<file path="src/rtl/cpu_types_pkg.sv">
// Shared types for the cache/RAM subsystem: RAM handshake state, arbiter FSM state
// and small helpers that classify RAM responses.
package cpu_types_pkg;

  typedef enum logic [1:0] {
    FREE   = 2'd0,
    BUSY   = 2'd1,
    ACCESS = 2'd2,
    ERROR  = 2'd3
  } ramstate_t;

  typedef enum logic {
    IDLE = 1'b0,
    OWN  = 1'b1
  } arb_state_t;

  localparam int DEF_CPUS        = 2;
  localparam int DEF_BURST_WORDS = 2;

  // ACCESS and ERROR both end the current access from the requester's point of view.
  function automatic logic ram_done(input ramstate_t st);
    ram_done = (st == ACCESS) || (st == ERROR);
  endfunction

  function automatic logic ram_error(input ramstate_t st);
    ram_error = (st == ERROR);
  endfunction

endpackage

</file>
<file path="src/rtl/mem_arbiter_if.sv">
// Cache-side request/response lanes and the single RAM port, bundled for the arbiter.
// The arbiter connects through the slave modport; caches/RAM model use master.
interface mem_arbiter_if #(
  parameter int CPUS = 2
);
  logic [CPUS-1:0]       iREN;
  logic [CPUS-1:0][31:0] iaddr;
  logic [CPUS-1:0]       iwait;
  logic [CPUS-1:0][31:0] iload;

  logic [CPUS-1:0]       dREN;
  logic [CPUS-1:0]       dWEN;
  logic [CPUS-1:0][31:0] daddr;
  logic [CPUS-1:0][31:0] dstore;
  logic [CPUS-1:0]       dwait;
  logic [CPUS-1:0][31:0] dload;

  logic                  ramREN;
  logic                  ramWEN;
  logic [31:0]           ramaddr;
  logic [31:0]           ramstore;
  logic [31:0]           ramload;
  cpu_types_pkg::ramstate_t ramstate;

  logic                  err;

  modport master (
    output iREN, iaddr, dREN, dWEN, daddr, dstore, ramload, ramstate,
    input  iwait, iload, dwait, dload, ramREN, ramWEN, ramaddr, ramstore, err
  );

  modport slave (
    input  iREN, iaddr, dREN, dWEN, daddr, dstore, ramload, ramstate,
    output iwait, iload, dwait, dload, ramREN, ramWEN, ramaddr, ramstore, err
  );
endinterface

</file>
<file path="src/rtl/mem_arbiter_rr_pick.sv">
// Round-robin selector: first requester found scanning upward from last+1 (wrapping).
module rr_pick #(
  parameter int N     = 2,
  parameter int IDX_W = (N > 1) ? $clog2(N) : 1
) (
  input  logic [N-1:0]     req,
  input  logic [IDX_W-1:0] last,
  output logic             any,
  output logic [IDX_W-1:0] pick
);

  logic             found_s;
  logic [IDX_W-1:0] pick_s;

  // Scan offsets 1..N so the previous winner is considered last.
  always_comb begin
    found_s = 1'b0;
    pick_s  = '0;
    for (int off = 1; off <= N; off++) begin
      logic [IDX_W-1:0] cand_s;
      logic             hit_s;
      cand_s  = IDX_W'((int'(last) + off) % N);
      hit_s   = !found_s && req[cand_s];
      pick_s  = hit_s ? cand_s : pick_s;
      found_s = found_s | hit_s;
    end
  end

  assign any  = found_s;
  assign pick = pick_s;

endmodule

</file>
<file path="src/rtl/mem_arbiter.sv">
// Grants the single RAM port to one icache/dcache requester at a time, holding a
// dcache grant across its burst and returning per-requester wait signals.
module mem_arbiter
  import cpu_types_pkg::*;
#(
  parameter int CPUS        = DEF_CPUS,
  parameter int BURST_WORDS = DEF_BURST_WORDS
) (
  input logic         CLK,
  input logic         RST,
  mem_arbiter_if.slave bus
);

  localparam int IDX_W = (CPUS > 1) ? $clog2(CPUS) : 1;
  localparam int CNT_W = $clog2(BURST_WORDS) + 1;

  arb_state_t       state_r, state_s;
  logic             is_d_r, is_d_s;
  logic [IDX_W-1:0] idx_r, idx_s;
  logic [IDX_W-1:0] last_d_r, last_d_s;
  logic [IDX_W-1:0] last_i_r, last_i_s;
  logic [CNT_W-1:0] cnt_r, cnt_s;
  logic             err_r, err_s;

  logic [CPUS-1:0]  act_d_s;
  logic [CPUS-1:0]  act_i_s;
  logic             d_any_s, i_any_s;
  logic [IDX_W-1:0] d_pick_s, i_pick_s;

  logic             own_ren_s, own_wen_s, own_active_s, done_s;
  logic [31:0]      own_addr_s, own_store_s;

  assign act_d_s = bus.dREN | bus.dWEN;
  assign act_i_s = bus.iREN;

  rr_pick #(.N(CPUS), .IDX_W(IDX_W)) u_pick_d (
    .req  (act_d_s),
    .last (last_d_r),
    .any  (d_any_s),
    .pick (d_pick_s)
  );

  rr_pick #(.N(CPUS), .IDX_W(IDX_W)) u_pick_i (
    .req  (act_i_s),
    .last (last_i_r),
    .any  (i_any_s),
    .pick (i_pick_s)
  );

  // Live view of the current owner's request; a simultaneous read+write is a write.
  always_comb begin
    own_ren_s   = 1'b0;
    own_wen_s   = 1'b0;
    own_addr_s  = 32'h0000_0000;
    own_store_s = 32'h0000_0000;
    if (is_d_r) begin
      own_wen_s   = bus.dWEN[idx_r];
      own_ren_s   = bus.dREN[idx_r] & ~bus.dWEN[idx_r];
      own_addr_s  = bus.daddr[idx_r];
      own_store_s = bus.dstore[idx_r];
    end else begin
      own_ren_s   = bus.iREN[idx_r];
      own_addr_s  = bus.iaddr[idx_r];
    end
  end

  assign own_active_s = own_ren_s | own_wen_s;
  assign done_s       = (state_r == OWN) && own_active_s && ram_done(bus.ramstate);

  // Next-state, grant bookkeeping, burst word counting and sticky error.
  always_comb begin
    state_s  = state_r;
    is_d_s   = is_d_r;
    idx_s    = idx_r;
    last_d_s = last_d_r;
    last_i_s = last_i_r;
    cnt_s    = cnt_r;
    err_s    = err_r | (done_s && ram_error(bus.ramstate));
    case (state_r)
      IDLE: begin
        if (d_any_s) begin
          state_s  = OWN;
          is_d_s   = 1'b1;
          idx_s    = d_pick_s;
          last_d_s = d_pick_s;
          cnt_s    = '0;
        end else if (i_any_s) begin
          state_s  = OWN;
          is_d_s   = 1'b0;
          idx_s    = i_pick_s;
          last_i_s = i_pick_s;
          cnt_s    = '0;
        end else begin
          state_s  = IDLE;
        end
      end
      OWN: begin
        if (done_s) begin
          cnt_s = cnt_r + CNT_W'(1);
          if (!is_d_r || (cnt_r == CNT_W'(BURST_WORDS - 1))) begin
            state_s = IDLE;
          end else begin
            state_s = OWN;
          end
        end else if (!own_active_s) begin
          // Owner withdrew (e.g. flush skipped a clean word): release the port.
          state_s = IDLE;
        end else begin
          state_s = OWN;
        end
      end
      default: begin
        state_s = IDLE;
      end
    endcase
  end

  // Arbiter state registers with synchronous reset.
  always_ff @(posedge CLK) begin
    if (RST) begin
      state_r  <= IDLE;
      is_d_r   <= 1'b0;
      idx_r    <= '0;
      last_d_r <= IDX_W'(CPUS - 1);
      last_i_r <= IDX_W'(CPUS - 1);
      cnt_r    <= '0;
      err_r    <= 1'b0;
    end else begin
      state_r  <= state_s;
      is_d_r   <= is_d_s;
      idx_r    <= idx_s;
      last_d_r <= last_d_s;
      last_i_r <= last_i_s;
      cnt_r    <= cnt_s;
      err_r    <= err_s;
    end
  end

  // RAM drive, per-requester waits and broadcast load data.
  always_comb begin
    bus.ramREN   = 1'b0;
    bus.ramWEN   = 1'b0;
    bus.ramaddr  = 32'h0000_0000;
    bus.ramstore = 32'h0000_0000;
    bus.dwait    = '0;
    bus.iwait    = '0;
    bus.dload    = '0;
    bus.iload    = '0;
    bus.err      = err_r;
    if (state_r == OWN) begin
      bus.ramREN   = own_ren_s;
      bus.ramWEN   = own_wen_s;
      bus.ramaddr  = own_addr_s;
      bus.ramstore = own_store_s;
    end else begin
      bus.ramREN   = 1'b0;
      bus.ramWEN   = 1'b0;
    end
    for (int k = 0; k < CPUS; k++) begin
      bus.dwait[k] = act_d_s[k] & ~(done_s & is_d_r & (idx_r == IDX_W'(k)));
      bus.iwait[k] = act_i_s[k] & ~(done_s & ~is_d_r & (idx_r == IDX_W'(k)));
      bus.dload[k] = bus.ramload;
      bus.iload[k] = bus.ramload;
    end
  end

endmodule

</file>
<file path="src/flat_wrapper.sv">
// flat-port wrapper written by rule: the top's interface ports become plain ports
module mem_arbiter_flat import cpu_types_pkg::*;
#(
  parameter int CPUS        = DEF_CPUS,
  parameter int BURST_WORDS = DEF_BURST_WORDS
)
  (CLK, RST, bus_iREN, bus_iaddr, bus_dREN, bus_dWEN, bus_daddr, bus_dstore, bus_ramload, bus_ramstate, bus_iwait, bus_iload, bus_dwait, bus_dload, bus_ramREN, bus_ramWEN, bus_ramaddr, bus_ramstore, bus_err);
  mem_arbiter_if #(.CPUS(CPUS)) bus_i ();
  input logic CLK;
  input logic RST;
  input wire logic [$bits(bus_i.iREN)-1:0] bus_iREN;
  input wire logic [$bits(bus_i.iaddr)-1:0] bus_iaddr;
  input wire logic [$bits(bus_i.dREN)-1:0] bus_dREN;
  input wire logic [$bits(bus_i.dWEN)-1:0] bus_dWEN;
  input wire logic [$bits(bus_i.daddr)-1:0] bus_daddr;
  input wire logic [$bits(bus_i.dstore)-1:0] bus_dstore;
  input wire logic [$bits(bus_i.ramload)-1:0] bus_ramload;
  input wire logic [$bits(bus_i.ramstate)-1:0] bus_ramstate;
  output wire logic [$bits(bus_i.iwait)-1:0] bus_iwait;
  output wire logic [$bits(bus_i.iload)-1:0] bus_iload;
  output wire logic [$bits(bus_i.dwait)-1:0] bus_dwait;
  output wire logic [$bits(bus_i.dload)-1:0] bus_dload;
  output wire logic [$bits(bus_i.ramREN)-1:0] bus_ramREN;
  output wire logic [$bits(bus_i.ramWEN)-1:0] bus_ramWEN;
  output wire logic [$bits(bus_i.ramaddr)-1:0] bus_ramaddr;
  output wire logic [$bits(bus_i.ramstore)-1:0] bus_ramstore;
  output wire logic [$bits(bus_i.err)-1:0] bus_err;
  assign bus_i.iREN = bus_iREN;
  assign bus_i.iaddr = bus_iaddr;
  assign bus_i.dREN = bus_dREN;
  assign bus_i.dWEN = bus_dWEN;
  assign bus_i.daddr = bus_daddr;
  assign bus_i.dstore = bus_dstore;
  assign bus_i.ramload = bus_ramload;
  assign bus_i.ramstate = bus_ramstate;
  assign bus_iwait = bus_i.iwait;
  assign bus_iload = bus_i.iload;
  assign bus_dwait = bus_i.dwait;
  assign bus_dload = bus_i.dload;
  assign bus_ramREN = bus_i.ramREN;
  assign bus_ramWEN = bus_i.ramWEN;
  assign bus_ramaddr = bus_i.ramaddr;
  assign bus_ramstore = bus_i.ramstore;
  assign bus_err = bus_i.err;
  mem_arbiter #(.CPUS(CPUS), .BURST_WORDS(BURST_WORDS)) u_core (.CLK(CLK), .RST(RST), .bus(bus_i));
endmodule
</file>
<file path="config.mk">
export PLATFORM = sky130hd
export DESIGN_NAME = mem_arbiter_flat
export DESIGN_NICKNAME = d
export VERILOG_FILES = /design/src/rtl/cpu_types_pkg.sv /design/src/rtl/mem_arbiter_if.sv /design/src/rtl/mem_arbiter_rr_pick.sv /design/src/rtl/mem_arbiter.sv /design/src/flat_wrapper.sv
export SDC_FILE = /design/constraint.sdc
export NUM_CORES = 1
export LEC_CHECK = 0
export CORE_AREA = 3 3 166 168
export DETAILED_ROUTE_END_ITERATION = 8
export DIE_AREA = 0 0 169 171
export SYNTH_ARGS = -nofsm -noshare
export SYNTH_HDL_FRONTEND = slang
export SYNTH_SLANG_ARGS = --single-unit
</file>
<file path="constraint.sdc">
create_clock -name CLK -period 2.47 [get_ports CLK]
set_input_delay 0.6175 -clock CLK [delete_from_list [all_inputs] [get_ports CLK]]
set_output_delay 0.6175 -clock CLK [all_outputs]
set_load 0.005 [all_outputs]
</file>
==> impl_metrics.py, run 1 <==
metrics = {
    "global_routing": {
        "grt_pass1_vias": 3003,
        "antenna_found_initial": 2,
        "grt_util_all_layers_pct": 8.32,
        "grt_start_max_net_pins": 44,
        "grt_pass1_wl_um": 18500,
        "grt_overflow": 0,
    },
    "drt": {
        "postRouteAntennaNets": 0,
        "drt_iter0_markers": 68,
        "vias_per_cell": 3.58,
        "vias": 2957,
        "dr.pass1.iters": 4,
        "drc": 0,
        "wirelength_um": 13800,
        "wl_per_cell_um": 16.7,
    },
    "clock_network": {
        "cts.htree.levels": 1,
        "cts_hold_buffers": 0,
        "clk_latency_ps": 230,
        "cts_sinks": 8,
        "numCtsBuffers": 3,
        "cts_root_buf": "clkbuf_16",
        "clkTransAtPathRegs_ps": 40,
        "cts_buffer_depth": 2,
        "cts_tree": "built",
    },
    "critical_path": {
        "path_class": "input port to primary output",
        "r2r_cells": 6,
        "end_kind": "primary output",
        "rr_endpoint": "u_core.bus.err",
        "cp.arrival_ps": 1830,
        "r2r-start": "u_core.idx_r",
        "start_kind": "input port",
        "ff2ff_setup_slack_ps": 730,
        "crit_required_ps": 1850,
        "cp_max_fo": 1,
    },
    "synth": {
        "synthSimpleGateAreaFrac_pct": 15.3,
        "synthMuxAreaShare_pct": 36.9,
        "synth_compound_area_share_pct": 4.90,
        "synth_edf_count": 0,
        "async_flop_share_pct": 0,
        "synth_cell_types": 32,
        "ys_ff_latch": 8,
        "synth_top_flop_cell": "dfxtp_1",
        "ys.warnings.count": 0,
        "synth_top_family_by_area": "multiplexers",
        "ys_seq_area_share_pct": 5.50,
        "syn_inst": 339,
        "synth_xor_xnor_area_share_pct": 0,
        "avgSynthCellArea_um2": 8.58,
        "synthAdderAreaFrac_pct": 0.430,
        "syn-cell-area_mm2": 0.00291,
        "syn_nets": 574,
    },
    "sta": {
        "fin_ws_ps": 27.3,
        "hold_viol_final": 0,
        "clock_skew_ps": 1.23,
        "fmax_mhz": 409,
        "worst_slew_pin_slew_ps": 322,
        "min_period_ps": 2440,
        "report.final.slew_viol_count": 0,
        "setup_viol_count_final": 0,
        "rsz0062_at_grt": "true",
        "min_period_over_period_pct": 98.9,
        "slew_headroom_pct": 78.4,
        "setup_tns_ps": 0,
    },
    "power_and_ir_drop": {
        "p_per_area_mw_per_mm2": 259,
        "power.leakage_nw": 2.01,
        "peakVddDrop_mv": 0.151,
    },
    "min_path": {
        "hold-path-cell-count": 2,
        "min_from": "u_core.last_d_r",
        "hold_path_end": "u_core.last_d_r",
        "hold_path_class": "flip-flop to flip-flop",
    },
    "floorplanning": {
        "ios": 433,
        "fp.dieH_um": 171,
        "die_x_um": 169,
        "core.rowCount": 59,
        "die_area_mm2": 0.0289,
        "start_util_pct": 11.2,
        "core_area_mm2": 0.0261,
    },
    "finish": {
        "drive_above_1_share_pct": 24.1,
        "syn2layout_area_growth_pct": 81.1,
        "final_common_cell": "clkdlybuf4s50_1",
        "mostFrequentLayoutCells": "clkdlybuf4s50_1 (208), nor2_1 (36), mux4_2 (33), mux2i_1 (30), buf_2 (28)",
        "design_area_mm2": 0.00527,
        "nets": 726,
        "fin_cells": 826,
        "final_util_pct": 20.2,
    },
    "placed_design": {
        "io_buffer_count": 272,
        "place_area_mm2": 0.00520,
        "pre_cts_ws_ps": -876,
        "gp_congestion": 0.741,
        "hpwl_um": 11200,
        "dp.cells": 818,
    },
    "run_status": {
        "outcome": "completed",
    },
    "run": {
        "drv_cap": 0,
    },
}
-- critical path, stage by stage --
cell             delay, ps
clkdlybuf4s50_1        410
mux4_2                 490
and2_1                 170
buf_2                  130
-- where the power goes --
| group | leakage [nW] | internal (mW) | switching, mW | total [mW] |
|---|---|---|---|---|
| Sequential | 0.0670 | 0.138 | 0.0127 | 0.151 |
| Clock | 0.0382 | 0.215 | 0.0655 | 0.281 |
| Combinational | 1.90 | 0.620 | 0.314 | 0.934 |
| Total | 2.01 | 0.974 | 0.393 | 1.37 |
-- logic make-up (layout without fill, tap and decap cells) --
group | count (synthesis) | in the layout
adders and majority gates | 1 | 1
other | 0 | 1
AOI/OAI and AO/OA | 21 | 21
muxes | 66 | 66
and+or+nand+nor | 90 | 90
DFF | 8 | 8
buffers and inverters | 153 | 304
-- worst max path at each step --
| stage | slack [ps] | endpoint | depth (start not counted) | from |
|---|---|---|---|---|
| after global routing | -5 | bus_iwait[1] | 6 | bus_dREN[0] |
| after CTS | 4 | bus_iwait[1] | 6 | bus_iREN[0] |
| after global placement | -880 | bus_iwait[1] | 6 | bus_iREN[0] |
| after detailed placement | -880 | bus_iwait[1] | 6 | bus_iREN[0] |
| after floorplan | 350 | bus_dwait[0] | 4 | bus_dREN[1] |
| final | 30 | bus_ramaddr[2] | 4 | bus_daddr[34] |
-- per-stage QoR --
stage | total power [mW] | hold WS, ps
floorplan | 0.657 | 450
global placement | 1.10 | 452
detailed placement | 1.09 | 472
CTS | 1.37 | 478
global route | 1.45 | 533
finish | 1.37 | 478
-- state kept, by name, indices dropped and copies added (netlist names) --
register and count:
u_core.bus.err 1, u_core.cnt_r 2, u_core.idx_r 1, u_core.is_d_r 1, u_core.last_d_r 1, u_core.last_i_r 1, u_core.state_r 1
-- cell type report --
| type | count | area (µm²) |
|---|---|---|
| well taps | 335 | 419 |
| clock buffers | 4 | 78.8 |
| fillers | 2917 | 20800 |
| multi-input cells | 178 | 1730 |
| diodes | 1 | 2.50 |
| inverters | 3 | 11.3 |
| repair buffers | 297 | 2860 |
| flip-flops and latches | 8 | 168 |
-- Yosys cell counts, drive strengths merged, types with 2 or more instances --
cell type  count  area share, %
buf          142             36
nor2          38            4.9
and2          33            7.1
mux4          33             26
mux2i         32             11
nand2          9            1.2
clkbuf         8            1.0
dfxtp          8            5.5
a21oi          6            1.2
a31oi          3           0.64
inv            3           0.39
o21ai          3           0.52
a21o           2           0.52
and3           2           0.43
nor2b          2           0.43
o211ai         2           0.52
o31a           2           0.60
-- routing by layer --
layer / global-route usage, % / vias up / wire length (µm)
li1: - / 1345 / -
met1: 9.25 / 1333 / 5080
met2: 14.7 / 239 / 6600
met3: 3.10 / 38 / 1660
met4: 2.68 / 2 / 438
met5: 0 / - / 13
-- timing repair --
| action | 4_1_cts | 5_1_grt |
|---|---|---|
| gates resized for setup | 184 | 21 |
| cloned | 1 | 1 |
| endpoints found under the setup margin | 70 | 25 |
| setup buffers | 0 | 1 |
| pin swaps | 14 | 2 |
Power figures use the tool's default switching activity.
==> run 2: changes to the inputs <==
--- a/config.mk
+++ b/config.mk
@@ -5,6 +5,8 @@
 export SDC_FILE = /design/constraint.sdc
 export NUM_CORES = 1
 export LEC_CHECK = 0
+export ABC_AREA = 1
+export CAP_MARGIN = 20
 export CORE_AREA = 3 3 166 168
 export DETAILED_ROUTE_END_ITERATION = 8
 export DIE_AREA = 0 0 169 171
==> run 2 against run 1 <==
Effect of this change:
- maximum frequency is essentially flat
- worst hold slack got worse by 28 ps
- utilization is 1.2 points higher
- sequential share of layout area down 0.16 points
- critical path type unchanged
==> impl_metrics.py, run 2 <==
metrics = {
    "run_status": {
        "outcome": "completed",
    },
    "min_path": {
        "hold_path_class": "flip-flop to flip-flop",
        "min_from": "u_core.bus.err",
    },
    "global_routing": {
        "antenna_found_initial": 0,
        "grt_overflow": 0,
        "grt_util_all_layers_pct": 9.74,
        "grt_pass1_wl_um": 22100,
        "grt_start_max_net_pins": 52,
        "grt_pass1_vias": 3863,
    },
    "floorplanning": {
        "core.rowCount": 59,
        "die_area_mm2": 0.0289,
        "core_area_mm2": 0.0261,
        "die_x_um": 169,
        "ios": 433,
        "start_util_pct": 11.6,
        "fp.dieH_um": 171,
    },
    "power_and_ir_drop": {
        "power.leakage_nw": 2.56,
        "p_total_mw": 1.59,
        "peakVddDrop_mv": 0.186,
        "p_per_area_mw_per_mm2": 284,
    },
    "sta": {
        "min_period_over_period_pct": 98.9,
        "worst_slew_pin_slew_ps": 382,
        "fin_ws_ps": 27.8,
        "hold_viol_final": 0,
        "min_period_ps": 2440,
        "report.final.slew_viol_count": 0,
        "fmax_mhz": 409,
        "clock_skew_ps": 3.71,
        "rsz0062_at_grt": "true",
        "fin_hold_ws_ps": 449,
        "slew_headroom_pct": 74.6,
        "setup_viol_count_final": 0,
        "setup_tns_ps": 0,
    },
    "placed_design": {
        "hpwl_um": 12400,
        "gp_congestion": 0.773,
        "place_area_mm2": 0.00531,
        "pre_cts_ws_ps": -492,
        "io_buffer_count": 272,
        "dp.cells": 1039,
    },
    "critical_path": {
        "cp_num_buf_inv": 2,
        "r2r-start": "u_core.idx_r",
        "crit_chain": "clkdlybuf4s50_1, nor2_1, nor3_4, clkdlybuf4s50_1",
        "end_kind": "primary output",
        "cp_max_fo": 1,
        "crit_start": "bus_dstore[9]",
        "slowest_stage": "clkdlybuf4s50_1",
        "crit_required_ps": 1850,
        "path_delay_family": "buffers and inverters",
        "cpMostUsedCell": "clkdlybuf4s50_1",
        "slowest_delay_ps": 530,
        "start_kind": "input port",
        "path_class": "input port to primary output",
        "cp.arrival_ps": 1820,
    },
    "finish": {
        "mostFrequentLayoutCells": "clkdlybuf4s50_1 (208), nor2_1 (197), o21ai_0 (63), a21oi_1 (40), dlygate4sd2_1 (40)",
        "syn2layout_area_growth_pct": 84.8,
        "fin_cells": 1050,
        "drive_above_1_share_pct": 10.3,
        "fillers": 2978,
        "final_common_cell": "clkdlybuf4s50_1",
        "nets": 951,
        "largest_reg_flops": 2,
        "design_area_mm2": 0.00559,
        "top_register": "u_core.cnt_r",
        "antennaDiodeCount": 0,
        "final_util_pct": 21.4,
    },
    "drt": {
        "drt_iter0_markers": 134,
        "vias": 4041,
        "wirelength_um": 16100,
        "postRouteAntennaNets": 0,
        "dr.pass1.iters": 4,
        "wl_per_cell_um": 15.4,
        "drc": 0,
        "vias_per_cell": 3.85,
    },
    "synth": {
        "synthMostInstantiatedCell": "nor2_1",
        "syn-cell-area_mm2": 0.00302,
        "syn_nets": 806,
        "synth_edf_count": 0,
        "ys.warnings.count": 0,
        "synth_top_area_cell": "buf_4",
        "async_flop_share_pct": 0,
        "synthTopCellsByArea": "buf_4 (32%), nor2_1 (25%), o21ai_0 (11%)",
        "syn_inst": 571,
        "ys_ff_latch": 8,
        "synth_cell_types": 24,
        "synth_top_flop_cell": "dfxtp_1",
        "yosys-top-cells-count": "nor2_1 (198), buf_4 (129), o21ai_0 (67), a21oi_1 (40), nor3_1 (31)",
        "avgSynthCellArea_um2": 5.30,
        "synth_top_area_share_pct": 32.0,
        "ys_seq_area_share_pct": 5.30,
    },
    "clock_network": {
        "cts_buffer_depth": 2,
        "cts.htree.levels": 1,
        "numCtsBuffers": 3,
        "cts_sinks": 8,
        "cts_root_buf": "clkbuf_16",
        "cts_tree": "built",
        "clkTransAtPathRegs_ps": 40,
        "clk_latency_ps": 230,
    },
    "run": {
        "drv_cap": 0,
    },
}
## run 2: per-layer routing
layer | part of all wire (%) | up-vias | GRT usage (%) | routed length [µm]
met5 | 0 | - | 0 | 0
met4 | 1.4 | 0 | 2.01 | 231
met3 | 11 | 29 | 3.03 | 1810
met2 | 51 | 248 | 18.7 | 8190
met1 | 37 | 1783 | 10.5 | 5890
li1 | - | 1981 | - | -
## run 2: final cells by class
cell class | count | area [µm²] | area share, %
timing repair buffer | 303 | 3060 | 54.7
multi-input combinational | 383 | 1790 | 32.0
tap | 335 | 419 | 7.50
sequential | 8 | 169 | 3.02
clock buffer | 4 | 78.8 | 1.41
inverter | 17 | 76.3 | 1.37
## run 2: worst reg2reg max path: stages, from the launching register on
cell and delay, ps:
dfxtp_4 400, buf_6 150, nand2_4 50, nand3_2 80, nand2_2 70, o21ai_4 190
nand2_4 90, buf_4 160, a21oi_1 110, nor2_1 60
## run 2: repair_timing
action                                  CTS  global route
buffers inserted                          4             2
pin swaps                                19             5
endpoints found under the setup margin   49            31
hold buffers                              0             0
endpoints found under the hold margin     0             0
gates resized for setup                  96            28
cloned                                    1             1
## run 2: logic make-up (layout without fill, tap and decap cells)
group	count (synthesis)	in the layout	share of synthesized area (%)
AOI/OAI and AO/OA	110	110	18.8
adders and majority gates	1	1	0.414
DFF	8	8	5.30
and+or+nand+nor	272	272	36.4
buffers and inverters	180	324	39.1
## run 2: power by group
group	switching (mW)	internal, mW
Combinational	0.517	0.627
Sequential	0.0159	0.143
Clock	0.0673	0.215
Total	0.600	0.986
## run 2: final timing paths
check | cells after the start | to | slack (ps)
max | 4 | bus_ramstore[9] | 30
min | 2 | u_core.bus.err | 450
max reg2reg | 9 | u_core.cnt_r[0] | 1000
min reg2reg | 2 | u_core.bus.err | 450
